<file path="config.mk">
export PLATFORM = sky130hd
export DESIGN_NAME = seq_bit_pattern_det
export DESIGN_NICKNAME = d
export VERILOG_FILES = /design/src/rtl/seq_det_pkg.sv /design/src/rtl/sat_counter.sv /design/src/rtl/seq_bit_pattern_det.sv
export SDC_FILE = /design/constraint.sdc
export NUM_CORES = 1
export LEC_CHECK = 0
export ABC_AREA = 1
export ABC_CLOCK_PERIOD_IN_PS = 2500
export BUFFER_PORTS_ARGS = -buffer_cell sky130_fd_sc_hd__buf_2
export CAP_MARGIN = 15
export CORE_UTILIZATION = 55
export CTS_CLUSTER_DIAMETER = 200
export DETAILED_ROUTE_END_ITERATION = 16
export GPL_TIMING_DRIVEN = 0
export HOLD_SLACK_MARGIN = 0.1
export PLACE_DENSITY = 0.78
export SYNTH_ARGS = -nofsm -noshare
export SYNTH_HDL_FRONTEND = slang
export SYNTH_SLANG_ARGS = --single-unit
export TNS_END_PERCENT = 5
</file>
<file path="constraint.sdc">
create_clock -name clk -period 2.5 [get_ports clk]
set_input_delay 0.25 -clock clk [delete_from_list [all_inputs] [get_ports clk]]
set_output_delay 0.25 -clock clk [all_outputs]
set_load 0.05 [all_outputs]
</file>
<file path="src/rtl/seq_det_pkg.sv">
// Shared types and default parameters for the serial bit-pattern detector.
package seq_det_pkg;

    typedef enum logic {
        FILL  = 1'b0,
        ARMED = 1'b1
    } det_state_e;

    localparam int unsigned PATTERN_W_DEF = 4;
    localparam logic [15:0] PATTERN_DEF   = 16'b1011;
    localparam int unsigned CNT_W_DEF     = 8;

endpackage

</file>
<file path="src/rtl/sat_counter.sv">
// Saturating event counter with synchronous clear and a registered saturation flag.
module sat_counter
    import seq_det_pkg::*;
#(
    parameter int unsigned CNT_W = CNT_W_DEF
) (
    input  logic             clk,
    input  logic             reset_n,
    input  logic             clr,
    input  logic             inc,
    output logic [CNT_W-1:0] count,
    output logic             sat
);

    localparam logic [CNT_W-1:0] CntMax = '1;

    logic [CNT_W-1:0] r_count;
    logic [CNT_W-1:0] w_count_next;
    logic             r_sat;
    logic             w_sat_next;

    always_comb begin
        w_count_next = r_count;
        w_sat_next   = r_sat;
        if (clr) begin
            w_count_next = '0;
            w_sat_next   = 1'b0;
        end else if (inc && !r_sat) begin
            w_count_next = r_count + 1'b1;
            w_sat_next   = (w_count_next == CntMax);
        end
    end

    always_ff @(posedge clk or negedge reset_n) begin
        if (!reset_n) begin
            r_count <= '0;
            r_sat   <= 1'b0;
        end else begin
            r_count <= w_count_next;
            r_sat   <= w_sat_next;
        end
    end

    assign count = r_count;
    assign sat   = r_sat;

endmodule

</file>
<file path="src/rtl/seq_bit_pattern_det.sv">
// Serial PATTERN_W-bit pattern detector with saturating match count.
// SEQ_BIT_PATTERN_DET_NONOVERLAP_EN selects non-overlapping detection.
module seq_bit_pattern_det
    import seq_det_pkg::*;
#(
    parameter int unsigned          PATTERN_W = PATTERN_W_DEF,
    parameter logic [PATTERN_W-1:0] PATTERN   = PATTERN_W'(PATTERN_DEF),
    parameter int unsigned          CNT_W     = CNT_W_DEF
) (
    input  logic             clk,
    input  logic             reset_n,
    input  logic             din,
    input  logic             din_val,
    input  logic             clear,
    output logic             match,
    output logic [CNT_W-1:0] match_count,
    output logic             count_sat
);

    localparam int unsigned      FillW   = $clog2(PATTERN_W + 1);
    localparam logic [FillW-1:0] FillMax = FillW'(PATTERN_W);

    det_state_e             r_state;
    det_state_e             w_state_next;
    logic [PATTERN_W-1:0]   r_hist;
    logic [PATTERN_W-1:0]   w_hist_next;
    logic [PATTERN_W-1:0]   w_hist_shift;
    logic [FillW-1:0]       r_fill;
    logic [FillW-1:0]       w_fill_next;
    logic [FillW-1:0]       w_fill_inc;
    logic                   r_match;
    logic                   w_hit;

    assign w_hist_shift = {r_hist[PATTERN_W-2:0], din};
    assign w_fill_inc   = (r_state == ARMED) ? r_fill : r_fill + 1'b1;
    // A hit needs a full window of real samples, so reset/clear zeros never match.
    assign w_hit = din_val && !clear && (w_fill_inc == FillMax) && (w_hist_shift == PATTERN);

    always_comb begin
        w_state_next = r_state;
        w_hist_next  = r_hist;
        w_fill_next  = r_fill;
        if (clear) begin
            w_state_next = FILL;
            w_hist_next  = '0;
            w_fill_next  = '0;
        end else if (din_val) begin
            w_hist_next  = w_hist_shift;
            w_fill_next  = w_fill_inc;
            w_state_next = (w_fill_inc == FillMax) ? ARMED : FILL;
`ifdef SEQ_BIT_PATTERN_DET_NONOVERLAP_EN
            if (w_hit) begin
                w_fill_next  = '0;
                w_state_next = FILL;
            end
`endif
        end
    end

    always_ff @(posedge clk or negedge reset_n) begin
        if (!reset_n) begin
            r_state <= FILL;
            r_hist  <= '0;
            r_fill  <= '0;
            r_match <= 1'b0;
        end else begin
            r_state <= w_state_next;
            r_hist  <= w_hist_next;
            r_fill  <= w_fill_next;
            r_match <= w_hit;
        end
    end

    sat_counter #(
        .CNT_W (CNT_W)
    ) u_sat_counter (
        .clk     (clk),
        .reset_n (reset_n),
        .clr     (clear),
        .inc     (w_hit),
        .count   (match_count),
        .sat     (count_sat)
    );

    assign match = r_match;

endmodule

</file>
==> flow_metrics.py, run 1 <==
metrics = {
    "timing": {
        "finalCritPeriodShare": 0.649,
        "fin_tns_setup_ns": 0,
        "skew_ns": 0.00933,
        "layout_min_cycle_time_ns": 1.62,
        "slew_headroom": 0.745,
        "rsz0062_at_grt": "no",
        "hold_viol": 0,
        "whs_ns": 0.175,
        "fmax_ghz": 0.616,
        "maxSlewViolCount": 0,
        "setup_violations": 0,
        "tightest_slew_ns": 0.382,
        "layout_setup_ws_ns": 0.877,
    },
    "power": {
        "power_switching_share": 0.268,
        "p_leak_nw": 0.530,
        "cellPowerDensity_nw_per_um2": 452,
        "seqPwrFrac": 0.583,
        "internal-power_mw": 0.363,
        "power.share.clock": 0.305,
        "power.switching_mw": 0.133,
        "combPwrFrac": 0.113,
        "vdd_drop_max_uv": 316,
    },
    "critical_path": {
        "critPathLaunchType": "flop",
        "required_ns": 2.68,
        "crit_path_end_kind": "flop",
        "regToRegEndpoint": "u_sat_counter.count[3]$_DFFE_PN0P_",
        "cp_max_fo": 8,
        "rrSetupSlack_ns": 0.88,
        "worst_ep_arrival_time_ns": 1.81,
        "worstReg2RegStart": "r_fill[0]$_DFFE_PN0P_",
        "critPathKind": "flop to flop",
        "r2r_cells": 7,
    },
    "die": {
        "num_rows": 14,
        "fp.dieH_um": 44.0,
        "dieArea_um2": 1940,
        "coreArea_um2": 1580,
        "dieWidth_um": 44.0,
        "ios": 15,
        "start_util": 0.615,
    },
    "yosys": {
        "seq_area_frac_synth": 0.439,
        "yosys_register_bits": 17,
        "synth_nets": 130,
        "yosys.cell_types.count": 21,
        "ys_warn_count": 0,
        "syn_avg_cell_area_um2": 7.95,
        "netlist_area_um2": 970,
        "postSynthCellCount": 122,
    },
    "clock_network": {
        "htreeDepth": 1,
        "cts_root_buffer": "clkbuf_4",
        "cts_setup_buffers": 0,
        "cts_buffer_depth": 2,
        "clk_pin_slew_worst_paths_ns": 0.11,
        "insertion_delay_ns": 0.29,
        "cts_buffers": 3,
        "cts_sinks": 17,
        "cts_tree": "built",
    },
    "final_layout": {
        "drive_gt1_frac": 0.234,
        "nets": 150,
        "mostFrequentLayoutCells": "39 x nand2_1, 17 x dfrtp_1, 15 x inv_1, 14 x buf_2, 11 x nand3_1",
        "seq_area_um2": 425,
        "mostFrequentLayoutCell": "nand2_1",
        "fillers": 139,
        "antennaDiodeCount": 0,
        "multiInputGateArea_um2": 472,
        "area_growth_pct": 13.0,
    },
    "worst_hold_path": {
        "holdCritStartpoint": "clear",
        "hold_path_class": "input pin to flop",
        "hold_depth": 2,
        "whs_endpoint": "u_sat_counter.sat$_DFFE_PN0P_",
    },
    "drt": {
        "drtIter0Drc": 15,
        "vias": 833,
        "postRouteWirelength_um": 1780,
        "final_antenna_net_count": 0,
        "route.detailed.drc": 0,
        "drt-pass1-iter-count": 7,
        "avgViaCountPerCell": 5.31,
        "wl_per_cell_um": 11.4,
    },
    "placement": {
        "hpwlAfterDp_um": 1320,
        "gp_routability_congestion": 0.803,
        "io_buffers": 14,
        "dp_slack_ns": 0.876,
    },
    "outcome": {
        "status": "finished, final reports clean",
    },
    "global_routing": {
        "grt_overflow": 0,
        "antenna_found_initial": 0,
        "grt_pass1_wl_um": 2860,
        "grt_pass1_vias": 669,
        "grt_start_max_net_pins": 18,
        "grt_util_all_layers": 0.204,
    },
    "job": {
        "max_cap_viol_count": 0,
    },
}
logic make-up (layout without fill, tap and decap cells):
group | count (synthesis) | in the layout | synth area share
compound gates | 18 | 18 | 0.125
fa+ha+maj | 3 | 3 | 0.0387
buf+inv | 18 | 37 | 0.0748
flops | 17 | 17 | 0.439
simple gates | 66 | 66 | 0.323
flip-flops by register name, indices dropped and copies added, names as in the netlist:
signal and flops:
match 1, r_fill 3, r_hist 3, r_state 1, u_sat_counter.count 8, u_sat_counter.sat 1
Yosys cell counts (all sizes together):
master	count	area share
a21oi	2	0.010
clkinv	1	0.0090
dfrtp	17	0.44
ha	3	0.039
inv	17	0.066
nand2	40	0.16
nand3	13	0.085
nand3b	1	0.0077
nand4	2	0.013
nor2	10	0.059
o21ai	15	0.11
o22ai	1	0.0065
worst max path at each step:
stage / from / endpoint / slack [ns] / cells after the start
final: r_fill[0]$_DFFE_PN0P_ / u_sat_counter.count[3]$_DFFE_PN0P_ / 0.88 / 7
after global routing: r_fill[0]$_DFFE_PN0P_ / u_sat_counter.count[2]$_DFFE_PN0P_ / 0.77 / 7
after CTS: r_fill[0]$_DFFE_PN0P_ / u_sat_counter.count[3]$_DFFE_PN0P_ / 0.86 / 7
after detailed placement: r_fill[0]$_DFFE_PN0P_ / u_sat_counter.count[3]$_DFFE_PN0P_ / 0.88 / 7
after global placement: r_fill[0]$_DFFE_PN0P_ / u_sat_counter.count[5]$_DFFE_PN0P_ / 0.89 / 7
after floorplan: u_sat_counter.count[1]$_DFFE_PN0P_ / u_sat_counter.sat$_DFFE_PN0P_ / 0.84 / 9
per-stage QoR:
stage,area (µm²),utilization,power (mW),std cells
after floorplan,970,-,0.331,122
after global placement,1060,0.672,0.347,152
after detailed placement,1060,0.672,0.349,152
after CTS,1100,0.695,0.495,157
after global routing,1100,0.695,0.512,157
final,1100,0.695,0.496,157
critical path, cell delays in order (launching register included):
cell and delay [ns]:
dfrtp_1 0.41, ha_1 0.29, nand2_1 0.08, nand2_2 0.07, nor2_4 0.13, nand3_4 0.12, o21ai_4 0.32, o21ai_1 0.10
area by class of cell:
type / instances / share of cell area
Clock buffer: 4 / 0.0240
Inverter: 18 / 0.0662
Multi-Input combinational cell: 87 / 0.430
Sequential cell: 17 / 0.388
Tap cell: 16 / 0.0183
Timing Repair Buffer: 15 / 0.0731
metal layers:
metal | part of all wire | routed length [µm] | up-vias | track usage
met1 | 0.52 | 922 | 382 | 0.293
li1 | - | - | 431 | -
met3 | 0.036 | 64 | 2 | 0.0667
met5 | 0 | 0 | - | 0
met2 | 0.44 | 782 | 18 | 0.290
met4 | 0.0073 | 13 | 0 | 0.0727
power groups by stage:
stage / Sequential (mW) / Combinational, mW / Clock [mW]
global route: 0.289 / 0.0632 / 0.159
CTS: 0.288 / 0.0564 / 0.151
floorplan: 0.292 / 0.0391 / 0
detailed placement: 0.294 / 0.0548 / 0
finish: 0.289 / 0.0558 / 0.151
global placement: 0.293 / 0.0542 / 0
timing repair:
item / CTS / global route
hold endpoints to repair: 17 / 0
hold buffers: 1 / 0
resized for setup: 0 / 0
(Power assumes the default switching activity.)
==> inputs of run 2 (changes only) <==
Settings changed: ABC_CLOCK_PERIOD_IN_PS 2500 to 1320, CORE_UTILIZATION 55 to 49, PLACE_DENSITY 0.78 to 0.73.
Clock period 2.5 ns to 1.32 ns, I/O delays scaled along.
==> run 2 against run 1 <==
The flow now finishes with violations (negative setup slack). Via count up 3.7%. Highest routed layer unchanged. Largest power group unchanged. Register-to-register slack worse by 1.1 ns. Utilization down 1.5 points. Setup slack worse by 1.1 ns. Die area up 12%. Sequential share of layout area down 3.5 points. Non-clock buffer count up 6. Final area up 11%. Routed wire length up 12%. Flip-flop and latch count unchanged. Count of clock-buffer cells in the layout down 1. Clock skew down 0.0031 ns.
==> flow_metrics.py, run 2 (synthesis gave the netlist of run 1 again) <==
metrics = {
    "clock_network": {
        "cts_tree": "built",
        "clk_pin_slew_worst_paths_ns": 0.10,
        "cts_buffer_depth": 2,
        "cts_sinks": 17,
        "insertion_delay_ns": 0.29,
        "cts_buffers": 3,
        "cts_root_buffer": "clkbuf_4",
        "htreeDepth": 1,
    },
    "global_routing": {
        "grt_pass1_vias": 819,
        "grt_start_max_net_pins": 18,
        "grt_overflow": 0,
        "grt_util_all_layers": 0.223,
        "grt_pass1_wl_um": 3380,
        "antenna_found_initial": 0,
    },
    "die": {
        "ios": 15,
        "start_util": 0.544,
        "dieWidth_um": 46.5,
        "num_rows": 15,
        "coreArea_um2": 1780,
        "dieArea_um2": 2160,
        "fp.dieH_um": 46.5,
    },
    "drt": {
        "drtIter0Drc": 26,
        "drt-pass1-iter-count": 4,
        "final_antenna_net_count": 0,
        "wl_per_cell_um": 11.6,
        "avgViaCountPerCell": 5.02,
        "route.detailed.drc": 0,
        "vias": 864,
        "postRouteWirelength_um": 1990,
    },
    "placement": {
        "dp_slack_ns": -0.328,
        "io_buffers": 14,
        "dp_cells": 161,
        "hpwlAfterDp_um": 1390,
        "gp_routability_congestion": 0.804,
    },
    "power": {
        "p_leak_nw": 0.566,
        "vdd_drop_max_uv": 584,
        "cellPowerDensity_nw_per_um2": 806,
    },
    "worst_hold_path": {
        "hold_depth": 3,
        "hold_path_class": "input pin to flop",
    },
    "critical_path": {
        "cp_max_fo": 8,
        "critPathLaunchType": "flop",
        "required_ns": 1.50,
        "r2r_cells": 8,
        "crit_path_end_kind": "flop",
        "worst_ep_arrival_time_ns": 1.71,
        "critPathKind": "flop to flop",
    },
    "final_layout": {
        "mostFrequentLayoutCell": "nand2_1",
        "area_growth_pct": 25.0,
        "largest_register_ffs": 8,
        "antennaDiodeCount": 0,
        "drive_gt1_frac": 0.299,
        "nets": 156,
        "instances_no_fill": 172,
        "mostFrequentLayoutCells": "38 x nand2_1, 15 x inv_1, 15 x dfrtp_1, 14 x buf_2, 11 x nand3_1",
    },
    "timing": {
        "maxSlewViolCount": 0,
        "rsz0062_at_grt": "yes",
        "finalCritPeriodShare": 1.15,
        "fmax_ghz": 0.658,
        "layout_setup_ws_ns": -0.200,
        "skew_ns": 0.00621,
        "slew_headroom": 0.743,
        "hold_viol": 0,
        "layout_min_cycle_time_ns": 1.52,
        "tightest_slew_ns": 0.385,
        "setup_violations": 9,
        "fin_tns_setup_ns": -1.66,
    },
    "outcome": {
        "violations": "negative setup slack",
        "status": "finished with violations",
    },
    "job": {
        "max_cap_viol_count": 0,
    },
}
-- run 2: changes by cell type in the layout (fill, tap and decap cells not counted), moves of 2 or more --
cell	delta
buf_4	+2
o21ai_2	+3
dfrtp_2	+2
dlygate4sd3_1	+3
dfrtp_1	-2
o21ai_1	-3
-- run 2: area by class of cell --
type	instances	area, µm²
inverter	18	72.6
clock buffer	3	22.5
tap	25	31.3
sequential	17	428
fill	158	571
clock inverter	1	5.00
timing repair buffer	21	145
multi-input combinational	87	508
-- run 2: worst paths after layout --
| path | startpoint | slack [ns] | endpoint |
|---|---|---|---|
| worst min-delay path | din_val | 0.16 | r_hist[1]$_DFFE_PN0P_ |
| worst max-delay path | r_fill[1]$_DFFE_PN0P_ | -0.20 | u_sat_counter.count[1]$_DFFE_PN0P_ |
| worst max register to register | r_fill[1]$_DFFE_PN0P_ | -0.20 | u_sat_counter.count[1]$_DFFE_PN0P_ |
| max in group asynchronous | reset_n | 0.73 | u_sat_counter.count[0]$_DFFE_PN0P_ |
| min in group asynchronous | reset_n | 0.28 | u_sat_counter.count[6]$_DFFE_PN0P_ |
| worst min register to register | r_hist[2]$_DFFE_PN0P_ | 0.52 | r_hist[2]$_DFFE_PN0P_ |
-- run 2: layer usage --
layer  track usage  vias up  part of all wire
met2         0.347       15              0.49
met5             0        -                 0
li1              -      442                 -
met3        0.0392        4             0.032
met1         0.289      403              0.46
met4         0.124        0             0.014
-- run 2: power breakdown --
group	internal, mW	total (mW)	switching, mW	leakage (nW)
combinational	0.0648	0.155	0.0902	0.317
sequential	0.535	0.543	0.00823	0.231
clock	0.112	0.279	0.167	0.0177
-- run 2: what timing repair did --
item / 4_1_cts / 5_1_grt
setup endpoints to repair: 9 / 9
setup buffers: 3 / 0
hold buffers: 4 / 0
endpoints found under the hold margin: 20 / 0
resized for setup: 6 / 2
pin swaps: 6 / 1
-- run 2: stage by stage --
step / area [µm²] / total power [mW] / hold WS, ns / utilization
floorplan: 972 / 0.627 / -0.164 / -
global placement: 1070 / 0.658 / 0.0756 / 0.602
detailed placement: 1070 / 0.662 / 0.0766 / 0.602
CTS: 1200 / 0.979 / 0.141 / 0.676
global route: 1210 / 1.03 / 0.167 / 0.680
finish: 1210 / 0.977 / 0.163 / 0.680
-- run 2: worst max-delay path, stage by stage, from the launching register on --
cell	delay (ns)
dfrtp_1	0.40
ha_1	0.30
nand2_2	0.09
nand2_4	0.06
nor2_4	0.11
nand3_4	0.11
o21ai_4	0.16
buf_12	0.15
o21ai_2	0.05
==> inputs of run 3 (changes only) <==
Settings changed: CORE_ASPECT_RATIO from default to 1.5.
==> run 3 against run 2 <==
The run still ends with negative setup slack left. Sequential share of layout area about the same. Combinational power grew 3%. Cell count is 0.58% lower. Maximum frequency is 5.4% lower. Critical endpoint is now u_sat_counter.count[2]$_DFFE_PN0P_. Setup slack worse by 0.086 ns. Global-route usage increased by 0.59 points. Largest power group unchanged. Count of clock-buffer cells in the layout increased by 1. Power is 1.1% higher. Flip-flop and latch count unchanged. Hold slack got worse by 0.029 ns.
==> flow_metrics.py, run 3 (synthesis gave the netlist of run 1 again) <==
metrics = {
    "global_routing": {
        "grt_pass1_wl_um": 3430,
        "grt_util_all_layers": 0.229,
        "grt_overflow": 0,
        "grt_pass1_vias": 837,
        "grt_start_max_net_pins": 18,
        "antenna_found_initial": 0,
    },
    "timing": {
        "fmax_ghz": 0.622,
        "layout_min_cycle_time_ns": 1.61,
        "skew_ns": 0.00557,
        "maxSlewViolCount": 0,
        "hold_viol": 0,
        "tightest_slew_ns": 0.395,
        "slew_headroom": 0.737,
        "setup_violations": 10,
        "layout_setup_ws_ns": -0.287,
        "fin_tns_setup_ns": -2.51,
        "rsz0062_at_grt": "yes",
        "finalCritPeriodShare": 1.22,
    },
    "job": {
        "max_cap_viol_count": 0,
    },
    "drt": {
        "vias": 870,
        "route.detailed.drc": 0,
        "drt-pass1-iter-count": 4,
        "postRouteWirelength_um": 2000,
        "avgViaCountPerCell": 5.09,
        "drtIter0Drc": 19,
        "wl_per_cell_um": 11.7,
        "final_antenna_net_count": 0,
    },
    "critical_path": {
        "critPathLaunchType": "flop",
        "slowest_stage": "dfrtp_1",
        "crit_path_end_kind": "flop",
        "worst_ep_arrival_time_ns": 1.79,
        "required_ns": 1.51,
        "critPathMaxStageDelay_ns": 0.40,
        "cp_max_fo": 8,
        "crit_family": "flip-flops",
        "path_cells": "ha_1 > nand2_2 > nand2_2 > nor2_4 > nand3_4 > o21ai_4 > buf_12 > o21ai_1",
        "cp_num_buf_inv": 1,
        "crit_path_frequent_cell": "nand2_2",
        "critPathKind": "flop to flop",
    },
    "placement": {
        "dp_cells": 157,
        "hpwlAfterDp_um": 1400,
        "placed_area_um2": 1070,
        "io_buffers": 14,
        "gp_routability_congestion": 0.717,
    },
    "clock_network": {
        "clk_pin_slew_worst_paths_ns": 0.10,
        "cts_sinks": 17,
        "cts_buffers": 3,
        "cts_buffer_depth": 2,
        "htreeDepth": 1,
        "cts_root_buffer": "clkbuf_4",
        "insertion_delay_ns": 0.30,
        "cts_tree": "built",
    },
    "die": {
        "fp.dieH_um": 56.5,
        "num_rows": 19,
        "coreArea_um2": 1850,
        "dieWidth_um": 38.3,
        "dieArea_um2": 2160,
        "ios": 15,
        "start_util": 0.523,
    },
    "final_layout": {
        "drive_gt1_frac": 0.307,
        "nets": 159,
        "design_area_um2": 1210,
        "largest_register_ffs": 8,
        "fillers": 160,
        "area_growth_pct": 24.9,
        "mostFrequentLayoutCells": "38 x nand2_1, 15 x inv_1, 15 x dfrtp_1, 14 x buf_2, 9 x nand3_1",
        "antennaDiodeCount": 0,
        "instances_no_fill": 171,
        "mostFrequentLayoutCell": "nand2_1",
    },
    "power": {
        "vdd_drop_max_uv": 528,
        "cellPowerDensity_nw_per_um2": 815,
        "p_leak_nw": 0.575,
        "p_total_mw": 0.987,
    },
    "outcome": {
        "violations": "negative setup slack",
        "status": "finished with violations",
    },
    "worst_hold_path": {
        "hold_path_class": "input pin to flop",
    },
}
-- run 3: cell types whose count changed in the layout (fill, tap and decap cells not counted), moves of 2 or more --
cell / before / now
nand3_1: 11 / 9
nand3_2: 1 / 3
o21ai_1: 0 / 2
buf_4: 2 / 5
nor2_2: 1 / 3
o21ai_2: 8 / 6
-- run 3: area by class of cell --
class                      instances  area, µm²  share of cell area
multi-input combinational         87        490               0.405
sequential                        17        428               0.353
timing repair buffer              24        168               0.138
inverter                          18       72.6              0.0599
clock buffer                       4       26.3              0.0217
tap                               21       26.3              0.0217
-- run 3: power breakdown --
group	internal (mW)	leakage (nW)	switching, mW	total, mW
registers	0.535	0.231	0.00896	0.544
logic	0.0721	0.329	0.0875	0.160
clock network	0.118	0.0150	0.167	0.284
-- run 3: routing by layer --
metal  vias to the layer above  wire, µm  GRT usage
met5                         -         0          0
met4                         0        53      0.138
met3                         5        46     0.0356
met2                        14      1130      0.416
met1                       404       776      0.221
li1                        447         -          -
-- run 3: what timing repair did --
| action | CTS | global route |
|---|---|---|
| gates resized for setup | 0 | 5 |
| setup endpoints to repair | 9 | 11 |
| hold buffers | 4 | 0 |
| endpoints found under the hold margin | 20 | 0 |
| buffers inserted | 5 | 1 |
| pin swaps | 2 | 7 |
-- run 3: worst register-to-register path, cell delays in order (launching register included) --
cell	delay, ns
dfrtp_1	0.40
ha_1	0.32
nand2_2	0.07
nand2_2	0.06
nor2_4	0.14
nand3_4	0.12
o21ai_4	0.19
buf_12	0.15
o21ai_1	0.06
-- run 3: worst paths after layout --
check / start / endpoint / slack, ns / cells past startpoint
setup / recovery: r_fill[1]$_DFFE_PN0P_ / u_sat_counter.count[2]$_DFFE_PN0P_ / -0.29 / 8
hold / removal: din_val / r_hist[0]$_DFFE_PN0P_ / 0.13 / 3
setup reg to reg: r_fill[1]$_DFFE_PN0P_ / u_sat_counter.count[2]$_DFFE_PN0P_ / -0.29 / 8
hold reg to reg: r_hist[2]$_DFFE_PN0P_ / r_hist[2]$_DFFE_PN0P_ / 0.52 / 2
max in group asynchronous: reset_n / u_sat_counter.count[0]$_DFFE_PN0P_ / 0.73 / 2
min in group asynchronous: reset_n / u_sat_counter.count[4]$_DFFE_PN0P_ / 0.28 / 2
-- run 3: metrics by stage --
step | worst slack (ns) | util | hold slack [ns]
after floorplan | -0.172 | - | -0.164
after global placement | -0.281 | 0.576 | 0.0764
after detailed placement | -0.327 | 0.576 | 0.0821
after CTS | -0.265 | 0.639 | 0.124
after global routing | -0.384 | 0.653 | 0.141
final | -0.287 | 0.653 | 0.134
